### src/rtl/sweep_player.sv
// -----------------------------------------------------------------------------
// sweep_player -- multi-mode pitch-sweep tone generator for the piezo driver.
//
// Produces a piezo Counter Limit (50 MHz / (2*Freq)) plus a play enable.
// The pitch advances on "step events", one every TICK_DIV pulses of the
// 1 ms i_tick strobe. There are four sweep shapes, and an optional repeat
// count ends the run with a one-cycle o_done pulse.
//
// Ports:
//   clk        in   system clock (50 MHz)
//   rst        in   synchronous, active-low reset
//   i_tick     in   1 ms single-cycle strobe
//   i_enable   in   run request (level)
//   i_mode     in   0 triangle, 1 saw up-freq, 2 saw down-freq, 3 two-tone
//   i_cycles   in   sweep periods to play, 0 = endless
//   o_play_en  out  piezo on
//   o_pitch    out  piezo Counter Limit, always within [HIGH_LIMIT, LOW_LIMIT]
//   o_busy     out  high while running
//   o_done     out  one-cycle pulse after i_cycles periods
//
// Optional build macro: SWEEP_EXP_STEP_EN. When defined, modes 0-2 use an
// exponential step of max(1, pitch >> EXP_SHIFT). When undefined, the step
// is the constant STEP.
// -----------------------------------------------------------------------------
module sweep_player #(
    parameter int unsigned PITCH_W    = 32,
    parameter int unsigned LOW_LIMIT  = 62500,
    parameter int unsigned HIGH_LIMIT = 25000,
    parameter int unsigned STEP       = 25,
    parameter int unsigned TICK_DIV   = 1,
    parameter int unsigned DWELL      = 250,
    parameter int unsigned EXP_SHIFT  = 8
) (
    input  logic               clk,
    input  logic               rst,
    input  logic               i_tick,
    input  logic               i_enable,
    input  logic [1:0]         i_mode,
    input  logic [7:0]         i_cycles,
    output logic               o_play_en,
    output logic [PITCH_W-1:0] o_pitch,
    output logic               o_busy,
    output logic               o_done
);

    localparam int unsigned PRE_W = (TICK_DIV > 1) ? $clog2(TICK_DIV) : 1;
    localparam int unsigned DW_W  = (DWELL > 1) ? $clog2(DWELL) : 1;

    localparam logic [PITCH_W-1:0] LOW_P    = PITCH_W'(LOW_LIMIT);
    localparam logic [PITCH_W-1:0] HIGH_P   = PITCH_W'(HIGH_LIMIT);
    localparam logic [PITCH_W-1:0] STEP_P   = PITCH_W'(STEP);
    localparam logic [PRE_W-1:0]   PRE_LAST = PRE_W'(TICK_DIV - 1);
    localparam logic [DW_W-1:0]    DW_LAST  = DW_W'(DWELL - 1);

    // Elaboration-time sanity check of the parameter set.
    if (HIGH_LIMIT >= LOW_LIMIT || TICK_DIV < 1 || DWELL < 1 || EXP_SHIFT >= PITCH_W) begin : g_bad_cfg
        $error("sweep_player: illegal parameter combination");
    end

    typedef enum logic [1:0] {S_IDLE, S_RUN, S_DONE} state_t;

    state_t             state_q;
    logic [1:0]         mode_q;
    logic [7:0]         cycles_q;
    logic [7:0]         period_q;
    logic [PRE_W-1:0]   pre_q;
    logic [DW_W-1:0]    dwell_q;
    logic               up_q;       // triangle direction: 1 = heading back to LOW_LIMIT
    logic [PITCH_W-1:0] pitch_q;
    logic               play_q;
    logic               busy_q;
    logic               done_q;

    logic               step_ev;
    logic [PITCH_W-1:0] step_w;
    logic [PITCH_W-1:0] room_dn;
    logic [PITCH_W-1:0] room_up;
    logic [PITCH_W-1:0] pitch_d;
    logic               up_d;
    logic [DW_W-1:0]    dwell_d;
    logic [7:0]         period_d;
    logic               period_end;

    // Next pitch if the current tick turns out to be a step event.
    always_comb begin
        step_ev = i_tick && (pre_q == PRE_LAST);
`ifdef SWEEP_EXP_STEP_EN
        step_w = pitch_q >> EXP_SHIFT;
        if (step_w == '0) begin
            step_w = PITCH_W'(1);
        end
`else
        step_w = STEP_P;
`endif
        // The pitch stays in range, so these differences cannot underflow.
        // Comparing them with the step avoids wrap-around in the add/subtract.
        room_dn    = pitch_q - HIGH_P;
        room_up    = LOW_P - pitch_q;
        pitch_d    = pitch_q;
        up_d       = up_q;
        dwell_d    = dwell_q;
        period_end = 1'b0;
        period_d   = period_q + 8'd1;
        case (mode_q)
            2'd0: begin
                if (!up_q) begin
                    if (room_dn <= step_w) begin
                        pitch_d = HIGH_P;
                        up_d    = 1'b1;
                    end else begin
                        pitch_d = pitch_q - step_w;
                    end
                end else begin
                    if (room_up <= step_w) begin
                        pitch_d    = LOW_P;
                        up_d       = 1'b0;
                        period_end = 1'b1;
                    end else begin
                        pitch_d = pitch_q + step_w;
                    end
                end
            end
            2'd1: begin
                if (pitch_q == HIGH_P) begin
                    pitch_d    = LOW_P;
                    period_end = 1'b1;
                end else if (room_dn <= step_w) begin
                    pitch_d = HIGH_P;
                end else begin
                    pitch_d = pitch_q - step_w;
                end
            end
            2'd2: begin
                if (pitch_q == LOW_P) begin
                    pitch_d    = HIGH_P;
                    period_end = 1'b1;
                end else if (room_up <= step_w) begin
                    pitch_d = LOW_P;
                end else begin
                    pitch_d = pitch_q + step_w;
                end
            end
            default: begin
                if (dwell_q == DW_LAST) begin
                    dwell_d = '0;
                    if (pitch_q == LOW_P) begin
                        pitch_d = HIGH_P;
                    end else begin
                        pitch_d    = LOW_P;
                        period_end = 1'b1;
                    end
                end else begin
                    dwell_d = dwell_q + 1'b1;
                end
            end
        endcase
    end

    always_ff @(posedge clk) begin
        if (!rst) begin
            state_q  <= S_IDLE;
            mode_q   <= 2'd0;
            cycles_q <= 8'd0;
            period_q <= 8'd0;
            pre_q    <= '0;
            dwell_q  <= '0;
            up_q     <= 1'b0;
            pitch_q  <= LOW_P;
            play_q   <= 1'b0;
            busy_q   <= 1'b0;
            done_q   <= 1'b0;
        end else begin
            done_q <= 1'b0;
            case (state_q)
                S_IDLE: begin
                    pitch_q <= LOW_P;
                    if (i_enable) begin
                        state_q  <= S_RUN;
                        mode_q   <= i_mode;
                        cycles_q <= i_cycles;
                        period_q <= 8'd0;
                        pre_q    <= '0;
                        dwell_q  <= '0;
                        up_q     <= 1'b0;
                        play_q   <= 1'b1;
                        busy_q   <= 1'b1;
                        pitch_q  <= (i_mode == 2'd2) ? HIGH_P : LOW_P;
                    end
                end
                S_RUN: begin
                    if (!i_enable) begin
                        // Abort: silent, no completion pulse.
                        state_q  <= S_IDLE;
                        play_q   <= 1'b0;
                        busy_q   <= 1'b0;
                        pitch_q  <= LOW_P;
                        period_q <= 8'd0;
                        pre_q    <= '0;
                        dwell_q  <= '0;
                        up_q     <= 1'b0;
                    end else if (i_tick) begin
                        if (step_ev) begin
                            pre_q   <= '0;
                            pitch_q <= pitch_d;
                            up_q    <= up_d;
                            dwell_q <= dwell_d;
                            if (period_end) begin
                                period_q <= period_d;
                                if (cycles_q != 8'd0 && period_d == cycles_q) begin
                                    state_q <= S_DONE;
                                    done_q  <= 1'b1;
                                    play_q  <= 1'b0;
                                    busy_q  <= 1'b0;
                                    pitch_q <= LOW_P;
                                end
                            end
                        end else begin
                            pre_q <= pre_q + 1'b1;
                        end
                    end
                end
                S_DONE: begin
                    // Parked until enable drops, so a held enable never retriggers.
                    if (!i_enable) begin
                        state_q  <= S_IDLE;
                        period_q <= 8'd0;
                        pre_q    <= '0;
                        dwell_q  <= '0;
                        up_q     <= 1'b0;
                    end
                end
                default: begin
                    state_q <= S_IDLE;
                    play_q  <= 1'b0;
                    busy_q  <= 1'b0;
                    pitch_q <= LOW_P;
                end
            endcase
        end
    end

    assign o_play_en = play_q;
    assign o_pitch   = pitch_q;
    assign o_busy    = busy_q;
    assign o_done    = done_q;

endmodule

### config.mk
export PLATFORM = sky130hd
export DESIGN_NAME = sweep_player
export DESIGN_NICKNAME = d
export VERILOG_FILES = /design/src/rtl/sweep_player.sv
export SDC_FILE = /design/constraint.sdc
export NUM_CORES = 1
export LEC_CHECK = 0
export BUFFER_PORTS_ARGS = -buffer_cell sky130_fd_sc_hd__buf_2
export CAP_MARGIN = 25
export CORE_MARGIN = 2
export CORE_UTILIZATION = 60
export DETAILED_ROUTE_END_ITERATION = 12
export GPL_TIMING_DRIVEN = 0
export PLACE_DENSITY = 0.88
export SYNTH_ARGS = -nofsm -noshare
export SYNTH_HDL_FRONTEND = slang
export SYNTH_SLANG_ARGS = --single-unit
### constraint.sdc
create_clock -name clk -period 10.6 [get_ports clk]
set_input_delay 0.53 -clock clk [delete_from_list [all_inputs] [get_ports clk]]
set_output_delay 0.53 -clock clk [all_outputs]
set_load 0.01 [all_outputs]
# Word level (Yosys, flattened, before mapping)
# Index checks and enable logic that the tools add are counted.
# W data, S select, Z words.
[op_classes]
addsub = 7
order_cmp = 2
eq_ne = 17
muxes = 66
bitwise = 2
reduce_logical = 16
[op_table]
columns = ["operator", "count"]
rows = [
  ["$mux W32", 11],
  ["$pmux W32 S3", 2],
  ["$mux W8", 11],
  ["$le A32 B5 Y1 const B", 2],
  ["$mux W16", 3],
  ["$pmux W8 S3", 2],
  ["$reduce_and A6 Y1", 6],
  ["$add A32 B5 Y32 const B", 1],
  ["$eq A32 B15 Y1 const B", 1],
  ["$eq A32 B16 Y1 const B", 1],
  ["$sub A16 B32 Y32 const A", 1],
  ["$sub A32 B15 Y32 const B", 1],
  ["$sub A32 B5 Y32 const B", 1],
  ["$mux W1", 25],
  ["$add A8 B1 Y8 const B", 2],
  ["$ne A3 B3 Y1 const B", 5],
  ["$mux W2", 7],
  ["$pmux W1 S3", 4],
  ["$eq A8 B8 Y1", 1],
  ["$eq A8 B8 Y1 const B", 1],
  ["$reduce_bool A8 Y1", 1],
  ["$eq A2 B2 Y1 const B", 3],
  ["$pmux W2 S3", 1],
  ["$eq A2 B1 Y1 const B", 2],
  ["other kinds (11)", 15],
]
[totals]
ff_bits = 64
inputBits = 14
out_inout_bits = 35
wordCells = 120

# Depth between registers and ports, before layout
# Gate-level depths: netlist of run 1.
[logic_depth]
depth_word = 11
depth_mapped = 16
depth_no_buf = 12

# Least setup slack after synthesis of run 1
# No wires, ideal clock.
[synth_timing]
path_kind = "flip-flop to flip-flop"
start = "reg pitch_q[3] (netlist: o_pitch[3])"
end = "reg pitch_q[25] (netlist: o_pitch[25])"
setup_ns = 0.142
arrival_time_ns = 3.467
required_ns = 10.458
path_slack_ns = 6.991
stages_incl_launch_ff = 15
n_path_buf = 2
synth_period_minus_slack_ns = 3.609
path_cell_list = "dfxtp_1 -> clkbuf_1 -> inv_1 -> ha_1 -> nor2b_1 -> nor2_1 -> o21ai_0 -> xor2_1 -> nand4_1 -> or4_1 -> nand2_1 -> clkbuf_1 -> nor2_1 -> a221oi_1 -> a221oi_1"
[synth_via]
elab_chain_len = 11
word_cells_on_any_way = 27
classes_between = "add/sub: 4; order compare: 2; eq/ne: 2; mux: 19"
[synth_lines]
columns = ["item", "line_no", "source"]
rows = [
  ["start, declared", "69", "logic [PITCH_W-1:0] pitch_q;"],
  ["start signal, assigned", "187", "pitch_q <= (i_mode == 2'd2) ? HIGH_P : LOW_P;"],
  ["start signal, assigned", "204", "pitch_q <= pitch_d;"],
  ["$sub A16 B32 Y32 or $sub A32 B15 Y32 (tied branches)", "98, 97", ""],
  ["$le A32 B5 Y1, on equally long branches", "-", ""],
  ["$mux W32, on equally long branches", "-", ""],
  ["$mux W32, on equally long branches", "134, 106, 124", ""],
  ["$pmux W32 S3", "104", "case (mode_q)"],
  ["$mux W32", "209", "if (cycles_q != 8'd0 && period_d == cycles_q) begin"],
  ["$mux W32 *", "207", "if (period_end) begin"],
  ["$mux W32 *", "202", "if (step_ev) begin"],
  ["$mux W32 *", "201", "end else if (i_tick) begin"],
  ["$mux W32 *", "191", "if (!i_enable) begin"],
  ["$pmux W32 S3 *", "174", "case (state_q)"],
]
# Every way passes the cells marked *; elsewhere a longest branch is shown, timed or not. The select of a mux whose other input is x is not followed.
# A chain may end at the register's enable or synchronous reset.

# Worst setup path in the final report of run 1
[layout_timing]
start = "reg pitch_q[3] (netlist: o_pitch[3])"
end = "reg pitch_q[8] (netlist: o_pitch[8])"
# The elaborated chain is that of the path after synthesis.

==> flow_summary.yaml, run 1 <==
run_status:
  status: "finished, final reports clean"
timing:
  max_clock_freq_mhz: 203
  final.min_clock_period_ns: 4.92
  final-hold-violation-count: 0
  timing.clock.skew_ns: 0.0106
  final-max-slew-violation-count: 0
  rsz0062_at_grt: "false"
  min_period_over_period: 0.464
  worst_pin_slew_ns: 1.10
  report.final.setup_viol: 0
  tns_ns: 0
  max_slew_margin: 0.257
die:
  placementRows: 36
  floorplan.die.height_um: 104
  floorplan.die.width_um: 104
  core_region_area_um2: 9770
  pin_count: 49
  die_area_um2: 10900
  start_util: 0.617
cts:
  cts_resized: 0
  cts.repair_timing.setup_buffer_count: 0
  worst_skew_pair.late_latency_ns: 0.36
  cts_buffers: 9
  clkTransAtPathRegs_ns: 0.08
  ctsRootBufferMaster: "clkbuf_8"
  cts_tree: "yes"
  cts_hold_buffers: 0
  clock_path_buffers: 2
  tritoncts_num_sinks: 64
  h_tree_depth_reported_by_cts: 3
power_and_ir_drop:
  total_power_uw: 625
  netSwitchingPower_uw: 197
  p_int_uw: 429
  relative_contribution_of_sequential_cells_to_total_power: 0.400
  power.leakage_nw: 2.46
  power.switching_fraction: 0.314
  share_comb_of_total_power: 0.202
  power.density_cell_area_nw_per_um2: 93.7
  vdd_drop_max_mv: 0.0717
  power_frac_clock: 0.397
logic_synthesis:
  synthFlopType: "dfxtp_1"
  synth-edff-count: 0
  syn_area_um2: 6030
  seq_area_frac_synth: 0.212
  postSynthCellCount: 865
  synth.net_count: 888
  async_flop_share: 0
  netlist_top_cells_count: "nand2_1 (109), nor2_1 (78), a21oi_1 (65)"
  synth.distinct_cells: 83
  synth_largest_area_cell: "dfxtp_1"
  yosys.area.top_type_share: 0.212
  synth_seq_cells: 64
  synthMostInstantiatedCell: "nand2_1"
  ys.warnings.count: 0
  post_synth_main_area_contributors: "dfxtp_1 (21%), nand2_1 (6.8%), a21oi_1 (5.4%)"
  avgSynthCellArea_um2: 6.97
finish:
  nets: 949
  layout-area-overhead-vs-synth_pct: 10.7
  multiInputGateArea_um2: 4360
  ff_latch_area_um2: 1280
  share_of_post_route_cells_with_drive_strength_above_1: 0.107
  num_antenna_cells: 0
  final_area_um2: 6670
  num-fill-cells: 900
detailed_routing:
  detail_route.first_pass.iterations: 9
  drt-initial-drc-count: 1345
  detail_route.vias_per_cell: 7.15
  via_count: 7607
  drtAntennaViolNets: 0
  avgRoutedWirePerCell_um: 21.4
  routed_wl_um: 22700
  remaining_drc_errors: 0
setup_path:
  path_cells: "clkbuf_1, inv_1, ha_1, nand2b_1, nand4_1, nor2_1, or4_1, a2111oi_0, and4_1, buf_4, nand2_1, o21ba_1, nand2_1, buf_4, o21ai_0"
  critPathMaxStageDelay_ns: 0.52
  r2r_end: "o_pitch[8]$_SDFFE_PN0P_"
  endpoint_kind: "flip-flop"
  rr_startpoint: "o_pitch[3]$_SDFFE_PN0P_"
  setup.worst_path.start: "o_pitch[3]$_SDFFE_PN0P_"
  cp_data_required_time_ns: 10.81
  criticalPathCategory: "reg2reg"
  worstPathMaxFanout: 10
  worstPathArrival_ns: 5.13
  critPathSlowestCell: "dfxtp_1"
  r2r.worst_path.cells: 15
  regToRegSetupSlack_ns: 5.68
  startpoint_type: "flip-flop"
placed_design:
  routabilityCongestion: 1.03
  placed_area_um2: 6450
  io_buffer_count: 48
  dp.final_hpwl_um: 16500
global_routing:
  grt_first_pass_wirelength_um: 35400
  first_global_vias: 6846
  grt_use_total: 0.408
  grt_max_degree: 12
  antenna_found_initial: 0
  grt_overflow: 0
min_path:
  worstHoldStart: "i_cycles[0]"
  whs_endpoint: "cycles_q[0]$_SDFFE_PN0P_"
  hold_depth: 3
  min-delay-path-class: "in2reg"
flow_run:
  cap_violations: 0
==> layout by cell type (no fill, tap or decap), drive strengths merged, types with 7 or more instances in the layout <==
master	synthesis	routed
or4	11	11
nor2	78	78
ha	9	9
nand3	39	39
o31a	8	8
a211oi	10	10
and3	8	8
or3	8	8
o22ai	12	12
o211ai	13	13
and2	7	7
xor2	12	12
clkbuf	61	72
nor3	23	23
nand3b	11	11
o21ai	41	41
nand2b	17	17
or2	7	7
xnor2	25	25
a21o	12	12
a31oi	15	15
a21oi	66	66
nand2	109	109
dfxtp	64	64
buf	12	62
a221oi	11	11
nor4	27	27
nor2b	7	7
mux2i	7	7
nand4	19	19
a2111oi	8	8
inv	16	16
==> kinds of logic after synthesis <==
| family | synth area share |
|---|---|
| muxes | 0.0191 |
| and+or+nand+nor | 0.324 |
| xor gates and xnor gates | 0.0537 |
| adders and majority gates | 0.0220 |
| DFF | 0.212 |
| AOI/OAI and AO/OA | 0.305 |
| buffers and inverters | 0.0639 |
==> final cells by class <==
type,instances,share of cell area
timing repair buffer,50,0.0383
inverter,18,0.0101
tap,133,0.0249
clock buffer,11,0.0212
buffer,73,0.0476
clock inverter,5,0.0120
sequential,64,0.192
multi-input combinational,710,0.654
==> power by group through the flow <==
stage	registers (mW)	logic, mW	clock network [mW]
after detailed placement	0.256	0.120	0
after global routing	0.251	0.135	0.255
after floorplan	0.255	0.0854	0
after global placement	0.256	0.119	0
final	0.250	0.127	0.248
after CTS	0.250	0.121	0.245
==> flip-flops by register name (all words and copies together), names as in the netlist <==
| register | flops |
|---|---|
| pre_q | 1 |
| up_q | 1 |
| o_done | 1 |
| period_q | 8 |
| mode_q | 2 |
| o_pitch | 32 |
| dwell_q | 8 |
| cycles_q | 8 |
| state_q | 2 |
| o_busy | 1 |
==> worst max-delay path, delay by kind of cell (launching register included) <==
kind	cells	cell delay (ns)
flops	1	0.52
compound gates	3	0.92
simple gates	7	1.79
fa+ha+maj	1	0.35
buf+inv	4	1.18
==> per-layer routing <==
metal | vias up | routed length (µm) | share of wire | global-route usage
met5 | - | 0 | 0 | 0
met4 | 0 | 1100 | 0.048 | 0.200
met3 | 112 | 3150 | 0.14 | 0.110
met2 | 639 | 9790 | 0.43 | 0.625
met1 | 3489 | 8700 | 0.38 | 0.529
li1 | 3367 | - | - | -
==> worst max path at each step <==
stage | end | depth (start not counted)
finish | o_pitch[8]$_SDFFE_PN0P_ | 15
global route | o_pitch[17]$_SDFFE_PN0P_ | 14
CTS | o_pitch[8]$_SDFFE_PN0P_ | 15
detailed placement | o_pitch[8]$_SDFFE_PN0P_ | 15
global placement | o_pitch[8]$_SDFFE_PN0P_ | 15
floorplan | o_pitch[25]$_SDFFE_PN0P_ | 14
==> per-stage QoR <==
stage | util | instances | worst slack (ns) | hold WS (ns)
2_1_floorplan | - | 865 | 6.99 | 0.443
3_3_place_gp | 0.658 | 1046 | 5.99 | 0.459
3_5_place_dp | 0.660 | 1048 | 5.92 | 0.462
4_1_cts | 0.683 | 1064 | 5.90 | 0.402
5_1_grt | 0.683 | 1064 | 5.58 | 0.406
6_report | 0.683 | 1064 | 5.68 | 0.402
Power figures use the tool's default switching activity.
==> inputs of run 2 (changes only) <==
- CORE_UTILIZATION: 60 -> 56
- PLACE_DENSITY: 0.88 -> 0.86
- clock period: 10.6 -> 4.1 ns (I/O delays scaled with it)
==> run 2 against run 1 <==
Clock power grew to 2.8 times the previous value; non-clock buffer count up 5; cell area rose by 3.2%; via count grew 0.28%; first-iteration DRC count is 4.0% lower; clock skew grew 0.0082 ns; register-to-register slack worse by 5.6 ns; critical path type unchanged.
==> flow_summary.yaml, run 2 (synthesized netlist as in run 1, its figures left out) <==
timing:
  timing.clock.skew_ns: 0.0187
  min_period_over_period: 0.982
  final.min_clock_period_ns: 4.03
  max_slew_margin: 0.465
  worst_pin_slew_ns: 0.791
  final-max-slew-violation-count: 0
  max_clock_freq_mhz: 248
  report.final.setup_viol: 0
  rsz0062_at_grt: "false"
  final-hold-violation-count: 0
  finalHoldWorstSlack_ns: 0.0626
global_routing:
  grt_use_total: 0.386
  grt_overflow: 0
  antenna_found_initial: 2
  first_global_vias: 6661
  grt_first_pass_wirelength_um: 34800
  grt_max_degree: 11
min_path:
  whs_endpoint: "cycles_q[4]$_SDFFE_PN0P_"
  hold_depth: 3
  min-delay-path-class: "in2reg"
  worstHoldStart: "i_cycles[4]"
run_status:
  status: "finished, final reports clean"
cts:
  cts_buffers: 9
  cts_hold_buffers: 0
  worst_skew_pair.late_latency_ns: 0.39
  clock_path_buffers: 2
  tritoncts_num_sinks: 64
  ctsRootBufferMaster: "clkbuf_8"
  cts_tree: "yes"
  clkTransAtPathRegs_ns: 0.07
  h_tree_depth_reported_by_cts: 3
die:
  floorplan.die.height_um: 108
  core_region_area_um2: 10400
  floorplan.die.width_um: 108
  pin_count: 49
  die_area_um2: 11600
  start_util: 0.581
  placementRows: 37
setup_path:
  rr_startpoint: "o_pitch[3]$_SDFFE_PN0P_"
  r2r_end: "o_pitch[8]$_SDFFE_PN0P_"
  endpoint_kind: "flip-flop"
  cp_data_required_time_ns: 4.32
  worstPathArrival_ns: 4.24
  criticalPathCategory: "reg2reg"
  regToRegSetupSlack_ns: 0.07
  r2r.worst_path.cells: 15
  worstPathMaxFanout: 10
  startpoint_type: "flip-flop"
detailed_routing:
  remaining_drc_errors: 0
  detail_route.first_pass.iterations: 8
  via_count: 7628
  drt-initial-drc-count: 1291
  avgRoutedWirePerCell_um: 21.2
  detail_route.vias_per_cell: 7.12
  drtAntennaViolNets: 0
  routed_wl_um: 22700
finish:
  layout-area-overhead-vs-synth_pct: 14.3
  largest_reg_flops: 32
  mostFrequentLayoutCell: "nand2_1"
  most-common-layout-cells: "nand2_1 (108), nor2_1 (75), a21oi_1 (64)"
  nets: 954
  share_of_post_route_cells_with_drive_strength_above_1: 0.148
  final_core_utilization: 0.664
power_and_ir_drop:
  power.density_cell_area_nw_per_um2: 246
  total_power_mw: 1.70
  vdd_drop_max_mv: 0.237
  power.leakage_nw: 2.56
placed_design:
  io_buffer_count: 48
  dp.final_hpwl_um: 16000
  routabilityCongestion: 1.03
flow_run:
  cap_violations: 0
## run 2: cell count changes in the layout (fill, tap and decap cells not counted), moves of 4 or more
cell	change
buf_4	+4
clkbuf_2	+5
a2111oi_0	-5
nor4_1	-5
nor4_2	+4
clkbuf_1	-9
## run 2: worst max path at each step
stage	start	end	cells after the start
6_report	o_pitch[3]$_SDFFE_PN0P_	o_pitch[8]$_SDFFE_PN0P_	15
5_1_grt	o_pitch[13]$_SDFFE_PN1P_	o_pitch[17]$_SDFFE_PN0P_	11
4_1_cts	o_pitch[3]$_SDFFE_PN0P_	o_pitch[24]$_SDFFE_PN0P_	16
3_5_place_dp	o_pitch[3]$_SDFFE_PN0P_	o_pitch[17]$_SDFFE_PN0P_	14
3_3_place_gp	o_pitch[3]$_SDFFE_PN0P_	o_pitch[17]$_SDFFE_PN0P_	14
2_1_floorplan	o_pitch[3]$_SDFFE_PN0P_	o_pitch[25]$_SDFFE_PN0P_	14
## run 2: cell type report
cell class / count / area (µm²)
diodes: 1 / 2.50
plain buffers: 72 / 333
clock buffers: 11 / 151
clock inverters: 3 / 90.1
fillers: 915 / 3480
inverters: 18 / 71.3
multi-input cells: 710 / 4480
flip-flops and latches: 64 / 1290
well taps: 136 / 170
repair buffers: 56 / 300
## run 2: per-layer routing
layer | wire length [µm] | GRT usage | vias up | share of wire
met5 | 0 | 0 | - | 0
met3 | 3110 | 0.0950 | 146 | 0.14
met4 | 1400 | 0.221 | 0 | 0.062
met1 | 8650 | 0.500 | 3447 | 0.38
met2 | 9500 | 0.583 | 661 | 0.42
li1 | - | - | 3374 | -
## run 2: repair_timing
action	CTS	global route
endpoints found under the setup margin	44	35
gates resized for setup	15	34
gates cloned	0	0
pin swaps	0	3
buffers inserted	2	4
## run 2: stage by stage
| step | cell area [µm²] | TNS [ns] | cells | setup slack [ns] |
|---|---|---|---|---|
| floorplan | 6030 | 0 | 865 | 0.491 |
| global placement | 6440 | -9.59 | 1049 | -0.473 |
| detailed placement | 6450 | -10.84 | 1051 | -0.484 |
| CTS | 6760 | 0 | 1067 | 0.00870 |
| global route | 6890 | 0 | 1070 | 0.000982 |
| finish | 6890 | 0 | 1071 | 0.0742 |
## run 2: where the power goes
group	total [mW]	internal [mW]	switching (mW)	leakage, nW
Combinational	0.343	0.130	0.213	1.91
Clock	0.706	0.431	0.275	0.121
Sequential	0.648	0.633	0.0147	0.520
## run 2: worst max-delay path, cell delays in order (launching register included)
cell       delay [ns]
dfxtp_4          0.38
clkbuf_4         0.20
inv_1            0.24
ha_4             0.23
nand2b_1         0.17
nand3_1          0.11
mux2i_1          0.14
or4_1            0.60
a2111oi_2        0.36
and4_1           0.29
buf_4            0.21
nand2_1          0.10
o21ba_1          0.22
nand2_2          0.20
buf_6            0.21
o21ai_0          0.18
